<file path="config.mk">
export PLATFORM = sky130hd
export DESIGN_NAME = dram_arbiter
export DESIGN_NICKNAME = d
export VERILOG_FILES = /design/src/rtl/dram_arbiter.sv
export SDC_FILE = /design/constraint.sdc
export NUM_CORES = 1
export LEC_CHECK = 0
export ABC_AREA = 0
export ABC_CLOCK_PERIOD_IN_PS = 2700
export CAP_MARGIN = 10
export CORE_ASPECT_RATIO = 0.8
export CORE_MARGIN = 2
export CORE_UTILIZATION = 44
export DETAILED_ROUTE_END_ITERATION = 10
export PLACE_DENSITY_LB_ADDON = 0.12
export SYNTH_ARGS = -nofsm -noshare
export SYNTH_HDL_FRONTEND = slang
export SYNTH_SLANG_ARGS = --single-unit
export TNS_END_PERCENT = 100
</file>
<file path="constraint.sdc">
create_clock -name clk -period 2.7 [get_ports clk]
set_input_delay 0.54 -clock clk [delete_from_list [all_inputs] [get_ports clk]]
set_output_delay 0.54 -clock clk [all_outputs]
set_load 0.02 [all_outputs]
</file>
<file path="src/rtl/dram_arbiter.sv">
// dram_arbiter: two-master arbiter/sequencer in front of a byte-banked data RAM.
// Master 0 is the MEM-stage load/store unit and master 1 is the debug/DMA port.
// An accepted request is latched, given exactly one RAM access cycle (ACCESS),
// then answered with a one-cycle rvalid (RESP). Arbitration runs in IDLE and RESP,
// so the peak rate is one access every two cycles.
// Optional build macro DRAM_ARB_FIXED_PRIO_EN: when defined, m0 always wins a tie.
// Otherwise ties are resolved round-robin.
// Handshake: a master holds req and payload stable until it sees gnt=1. gnt is high
// for exactly the single ACCESS cycle of its own request. rvalid and rdata follow
// one cycle later. The master may drop or re-raise req from the gnt cycle onward.
module dram_arbiter #(
  parameter int ADDR_W = 32,
  parameter int DATA_W = 32,
  parameter int CNT_W  = 16
) (
  input  logic                clk,
  input  logic                rst_n,
  input  logic                m0_req,
  input  logic                m0_we,
  input  logic [ADDR_W-1:0]   m0_addr,
  input  logic [DATA_W/8-1:0] m0_sel,
  input  logic [DATA_W-1:0]   m0_wdata,
  output logic                m0_gnt,
  output logic                m0_rvalid,
  output logic [DATA_W-1:0]   m0_rdata,
  input  logic                m1_req,
  input  logic                m1_we,
  input  logic [ADDR_W-1:0]   m1_addr,
  input  logic [DATA_W/8-1:0] m1_sel,
  input  logic [DATA_W-1:0]   m1_wdata,
  output logic                m1_gnt,
  output logic                m1_rvalid,
  output logic [DATA_W-1:0]   m1_rdata,
  output logic                ram_ce,
  output logic                ram_we,
  output logic [ADDR_W-1:0]   ram_addr,
  output logic [DATA_W/8-1:0] ram_sel,
  output logic [DATA_W-1:0]   ram_wdata,
  input  logic [DATA_W-1:0]   ram_rdata,
  output logic [CNT_W-1:0]    gnt_cnt0,
  output logic [CNT_W-1:0]    gnt_cnt1
);

  localparam int SEL_W = DATA_W / 8;

  typedef enum logic [1:0] {
    IDLE   = 2'd0,
    ACCESS = 2'd1,
    RESP   = 2'd2
  } state_t;

  state_t              state;
  state_t              state_nxt;
  logic                owner;
  logic                last_winner;
  logic                lat_we;
  logic [ADDR_W-1:0]   lat_addr;
  logic [SEL_W-1:0]    lat_sel;
  logic [DATA_W-1:0]   lat_wdata;
  logic [DATA_W-1:0]   rdata0_q;
  logic [DATA_W-1:0]   rdata1_q;
  logic                any_req;
  logic                winner;
  logic                arb_slot;
  logic                accept;

  assign any_req  = m0_req | m1_req;
  assign arb_slot = (state == IDLE) || (state == RESP);
  assign accept   = arb_slot && any_req;

  // Pick the winner among current requesters. With a single requester it wins outright.
  always_comb begin
    winner = 1'b0;
    if (m0_req && !m1_req) begin
      winner = 1'b0;
    end else if (!m0_req && m1_req) begin
      winner = 1'b1;
    end else if (m0_req && m1_req) begin
`ifdef DRAM_ARB_FIXED_PRIO_EN
      winner = 1'b0;
`else
      winner = ~last_winner;
`endif
    end
  end

  // State register.
  always_ff @(posedge clk or negedge rst_n) begin
    if (!rst_n) begin
      state <= IDLE;
    end else begin
      state <= state_nxt;
    end
  end

  // Next-state logic: ACCESS always lasts one cycle, and IDLE/RESP both arbitrate.
  always_comb begin
    state_nxt = state;
    case (state)
      IDLE:    state_nxt = any_req ? ACCESS : IDLE;
      ACCESS:  state_nxt = RESP;
      RESP:    state_nxt = any_req ? ACCESS : IDLE;
      default: state_nxt = IDLE;
    endcase
  end

  // Output logic: RAM strobes and handshake pulses decode from state and owner.
  always_comb begin
    ram_ce    = 1'b0;
    ram_we    = 1'b0;
    m0_gnt    = 1'b0;
    m1_gnt    = 1'b0;
    m0_rvalid = 1'b0;
    m1_rvalid = 1'b0;
    case (state)
      ACCESS: begin
        ram_ce = 1'b1;
        ram_we = lat_we;
        m0_gnt = (owner == 1'b0);
        m1_gnt = (owner == 1'b1);
      end
      RESP: begin
        m0_rvalid = (owner == 1'b0);
        m1_rvalid = (owner == 1'b1);
      end
      default: ;
    endcase
  end

  assign ram_addr  = lat_addr;
  assign ram_sel   = lat_sel;
  assign ram_wdata = lat_wdata;
  assign m0_rdata  = rdata0_q;
  assign m1_rdata  = rdata1_q;

  // Latch the winning request. Between accesses the RAM bus keeps the last payload.
  always_ff @(posedge clk or negedge rst_n) begin
    if (!rst_n) begin
      owner       <= 1'b0;
      last_winner <= 1'b1;
      lat_we      <= 1'b0;
      lat_addr    <= '0;
      lat_sel     <= '0;
      lat_wdata   <= '0;
    end else if (accept) begin
      owner       <= winner;
      last_winner <= winner;
      lat_we      <= winner ? m1_we    : m0_we;
      lat_addr    <= winner ? m1_addr  : m0_addr;
      lat_sel     <= winner ? m1_sel   : m0_sel;
      lat_wdata   <= winner ? m1_wdata : m0_wdata;
    end
  end

  // Capture read data at the end of ACCESS into the owner's register only.
  // A write returns zero, and the other master's data is left untouched.
  always_ff @(posedge clk or negedge rst_n) begin
    if (!rst_n) begin
      rdata0_q <= '0;
      rdata1_q <= '0;
    end else if (state == ACCESS) begin
      if (owner == 1'b0) begin
        rdata0_q <= lat_we ? '0 : ram_rdata;
      end else begin
        rdata1_q <= lat_we ? '0 : ram_rdata;
      end
    end
  end

  // Saturating grant counters used for profiling. They bump when a request is accepted.
  always_ff @(posedge clk or negedge rst_n) begin
    if (!rst_n) begin
      gnt_cnt0 <= '0;
      gnt_cnt1 <= '0;
    end else if (accept) begin
      if (winner == 1'b0) begin
        if (gnt_cnt0 != {CNT_W{1'b1}}) gnt_cnt0 <= gnt_cnt0 + 1'b1;
      end else begin
        if (gnt_cnt1 != {CNT_W{1'b1}}) gnt_cnt1 <= gnt_cnt1 + 1'b1;
      end
    end
  end

endmodule

</file>
==> flow_summary.yaml <==
routing:
  viasPerCell: 5.32
  wirelength_met1_mm: 8.53
  highest_layer: "met4"
  met3WireLength_mm: 1.77
  dr.pass1.iters: 11
  routedWlPerCell_um: 18.5
  initialDrtViolationCount: 795
  ant_nets: 0
  wl_met2_mm: 11.1
  via_count: 6425
  wl_mm: 22.3
  drc_errors: 0
cts:
  clock-root-buffer: "clkbuf_16"
  cts_hold_buf: 0
  cts_setup_buffers: 0
  cts_made_buffers: 17
  clock_sinks: 169
  cts_max_level: 4
  clkTransAtPathRegs_ns: 0.07
  cts_tree: "built"
  clock_path_buffers: 2
  clock_latency_ns: 0.42
run:
  max-cap-violations: 0
die:
  rows: 41
  dieHeight_um: 117
  die_area_sq_mm: 0.0171
  ioPinCount: 344
  fp.coreArea_sq_mm: 0.0157
  start_util_pct: 44.9
  die_w_um: 146
yosys:
  synth_flop_cell: "dfrtp_1"
  synth_area_leaders: "dfrtp_1 (59%), a222oi_1 (9.8%), o21ai_0 (4.8%)"
  syn_area_sq_mm: 0.00707
  ys_warn_count: 0
  synth-seq-area-share_pct: 59.9
  synth_top_area_cell: "dfrtp_1"
  avgSynthCellArea_sq_um: 10.9
  synth_most_common_cell: "dfrtp_1"
  ys_async_sr_fraction_pct: 100
  synth_edf_count: 0
  synthCells: 648
  synth_nets: 824
  yosys-top-cells-count: "dfrtp_1 (168), nand2_1 (85), inv_1 (75)"
  synth_top_area_share_pct: 59.5
  synthDistinctLibCells: 37
  ys_seq_elements: 169
setup_path:
  arrival_ns: 1.99
  crit_path_end_kind: "primary output"
  cp-start-kind: "flop"
  critPathKind: "flop to primary output"
  r2r_cells: 5
  required_ns: 2.16
  cp_max_fo: 8
power_and_ir_drop:
  p_leak_nw: 5.16
  p_comb_share_pct: 37.7
  switching_power_w: 0.00361
  switching_share_pct: 33.7
  power.total_w: 0.0107
  power.share.clock_pct: 26.8
  peakVddDrop_uv: 478
  power_density_mw_per_mm2: 933
  seqPwrFrac_pct: 35.5
  power.internal_w: 0.00710
placed_design:
  placed_area_sq_mm: 0.0108
  hpwl_mm: 16.0
  dp_cells: 1176
  place_congestion: 0.842
  portBuffers: 343
run_status:
  status: "complete, no violations"
global_route:
  overflow: 0
  grt_start_max_net_pins: 70
  antenna_found_initial: 1
  grt_pass1_wl_mm: 35.8
  grt_pass1_vias: 6621
  grt_usage_pct: 26.5
timing:
  relSlewSlack_pct: 62.2
  fmax_mhz: 395
  worst_pin_slew_ns: 0.567
  final_hold_viol_count: 0
  layout_min_cycle_time_ns: 2.53
  finalSetupViolCount: 0
  rsz0062_at_grt: "no"
  maxSlewViolCount: 0
  post-route-period-util_pct: 93.8
  fin_skew_ns: 0.0133
  tns_ns: 0
layout:
  area_delta_synth_final_pct: 62.4
  nNetsFinal: 1156
  final_core_util_pct: 72.9
  layout-drive-gt1-share_pct: 6.75
  final_area_sq_mm: 0.0115
  fin_cells: 1208
min_path:
  hold_class: "input pin to asynchronous set/reset pin"
==> power by group through the flow <==
stage	Clock, W	Combinational [W]	Sequential (W)
after global placement	0	0.00400	0.00380
after detailed placement	0	0.00407	0.00383
after CTS	0.00292	0.00408	0.00381
after global routing	0.00303	0.00430	0.00391
after floorplan	0	0.000927	0.00469
final	0.00287	0.00403	0.00381
==> sequential cells by signal, summed over array words and instances (netlist names) <==
| signal | flops |
|---|---|
| lat_we | 1 |
| gnt_cnt1 | 16 |
| ram_wdata | 32 |
| last_winner | 1 |
| ram_sel | 4 |
| gnt_cnt0 | 16 |
| ram_addr | 32 |
| owner | 1 |
| m1_rdata | 32 |
| state | 2 |
| m0_rdata | 32 |
==> cells by family (layout without fill, tap and decap cells) <==
| group | count (synthesis) | after routing | share of synthesized area, % |
|---|---|---|---|
| AO/OA/AOI/OAI | 146 | 146 | 15.4 |
| XOR/XNOR | 18 | 18 | 2.23 |
| adder cells (fa/ha/maj) | 2 | 2 | 0.354 |
| buffers and inverters | 116 | 460 | 6.32 |
| flip-flops | 169 | 169 | 59.9 |
| multiplexers | 13 | 13 | 2.07 |
| other | 0 | 1 | 0 |
| AND/OR/NAND/NOR | 184 | 184 | 13.7 |
==> placed cells by master, fill, tap and decap left out, types with 3 or more instances in the layout <==
cell type / instances
nor3_1: 11
nand3_1: 9
nor2b_1: 4
nand2b_1: 35
nand4_1: 6
buf_12: 5
o21ai_0: 68
clkbuf_16: 17
xor2_1: 13
dfrtp_1: 168
and4_1: 4
o2111ai_1: 3
inv_1: 75
mux2i_1: 3
nor4_1: 8
bufinv_16: 7
xnor2_1: 5
nand2_1: 84
buf_4: 6
clkdlybuf4s50_1: 342
mux2_2: 9
a222oi_1: 69
a21oi_1: 4
==> worst max-delay path, stage by stage (launching register included) <==
cell,delay (ns)
dfrtp_1,0.47
nor2b_2,0.30
and2_1,0.16
clkdlybuf4s50_1,0.66
==> routing by layer <==
layer	global-route usage (%)	vias to the layer above
met2	44.0	295
met3	7.70	57
met1	31.7	3095
met4	12.9	0
li1	-	2978
met5	0	-
==> stage by stage <==
stage | setup slack, ns | hold slack [ns]
final | 0.167 | 0.0207
after global routing | 0.0463 | 0.0299
after CTS | 0.0488 | 0.0240
after detailed placement | 0.354 | 0.469
after global placement | 0.380 | 0.458
after floorplan | 0.644 | 0.244
==> area by class of cell <==
class                      instances  area [sq um]
antenna                            1          2.50
inverter                          75           282
multi-input combinational        363          2420
clock inverter                    11           243
clock buffer                      20           457
timing repair buffer             354          3580
tap                              215           269
sequential                       169          4230
fill                            1145          4270
==> path summary, 6_finish.rpt <==
| path | start | endpoint | slack, ns |
|---|---|---|---|
| max | state[0]$_DFF_PN0_ | ram_we | 0.17 |
| max in group asynchronous | rst_n | m0_rdata[27]$_DFFE_PN0P_ | 1.99 |
| min reg2reg | m0_rdata[7]$_DFFE_PN0P_ | m0_rdata[7]$_DFFE_PN0P_ | 0.48 |
| min | rst_n | gnt_cnt0[13]$_DFFE_PN0P_ | 0.02 |
| max reg2reg | gnt_cnt0[0]$_DFFE_PN0P_ | gnt_cnt0[1]$_DFFE_PN0P_ | 0.81 |
| min in group clk | m0_rdata[7]$_DFFE_PN0P_ | m0_rdata[7]$_DFFE_PN0P_ | 0.48 |
==> what timing repair did <==
item,4_1_cts,5_1_grt
setup endpoints to repair,0,3
hold endpoints to repair,0,0
resized for setup,0,1
Power figures use the tool's default switching activity.
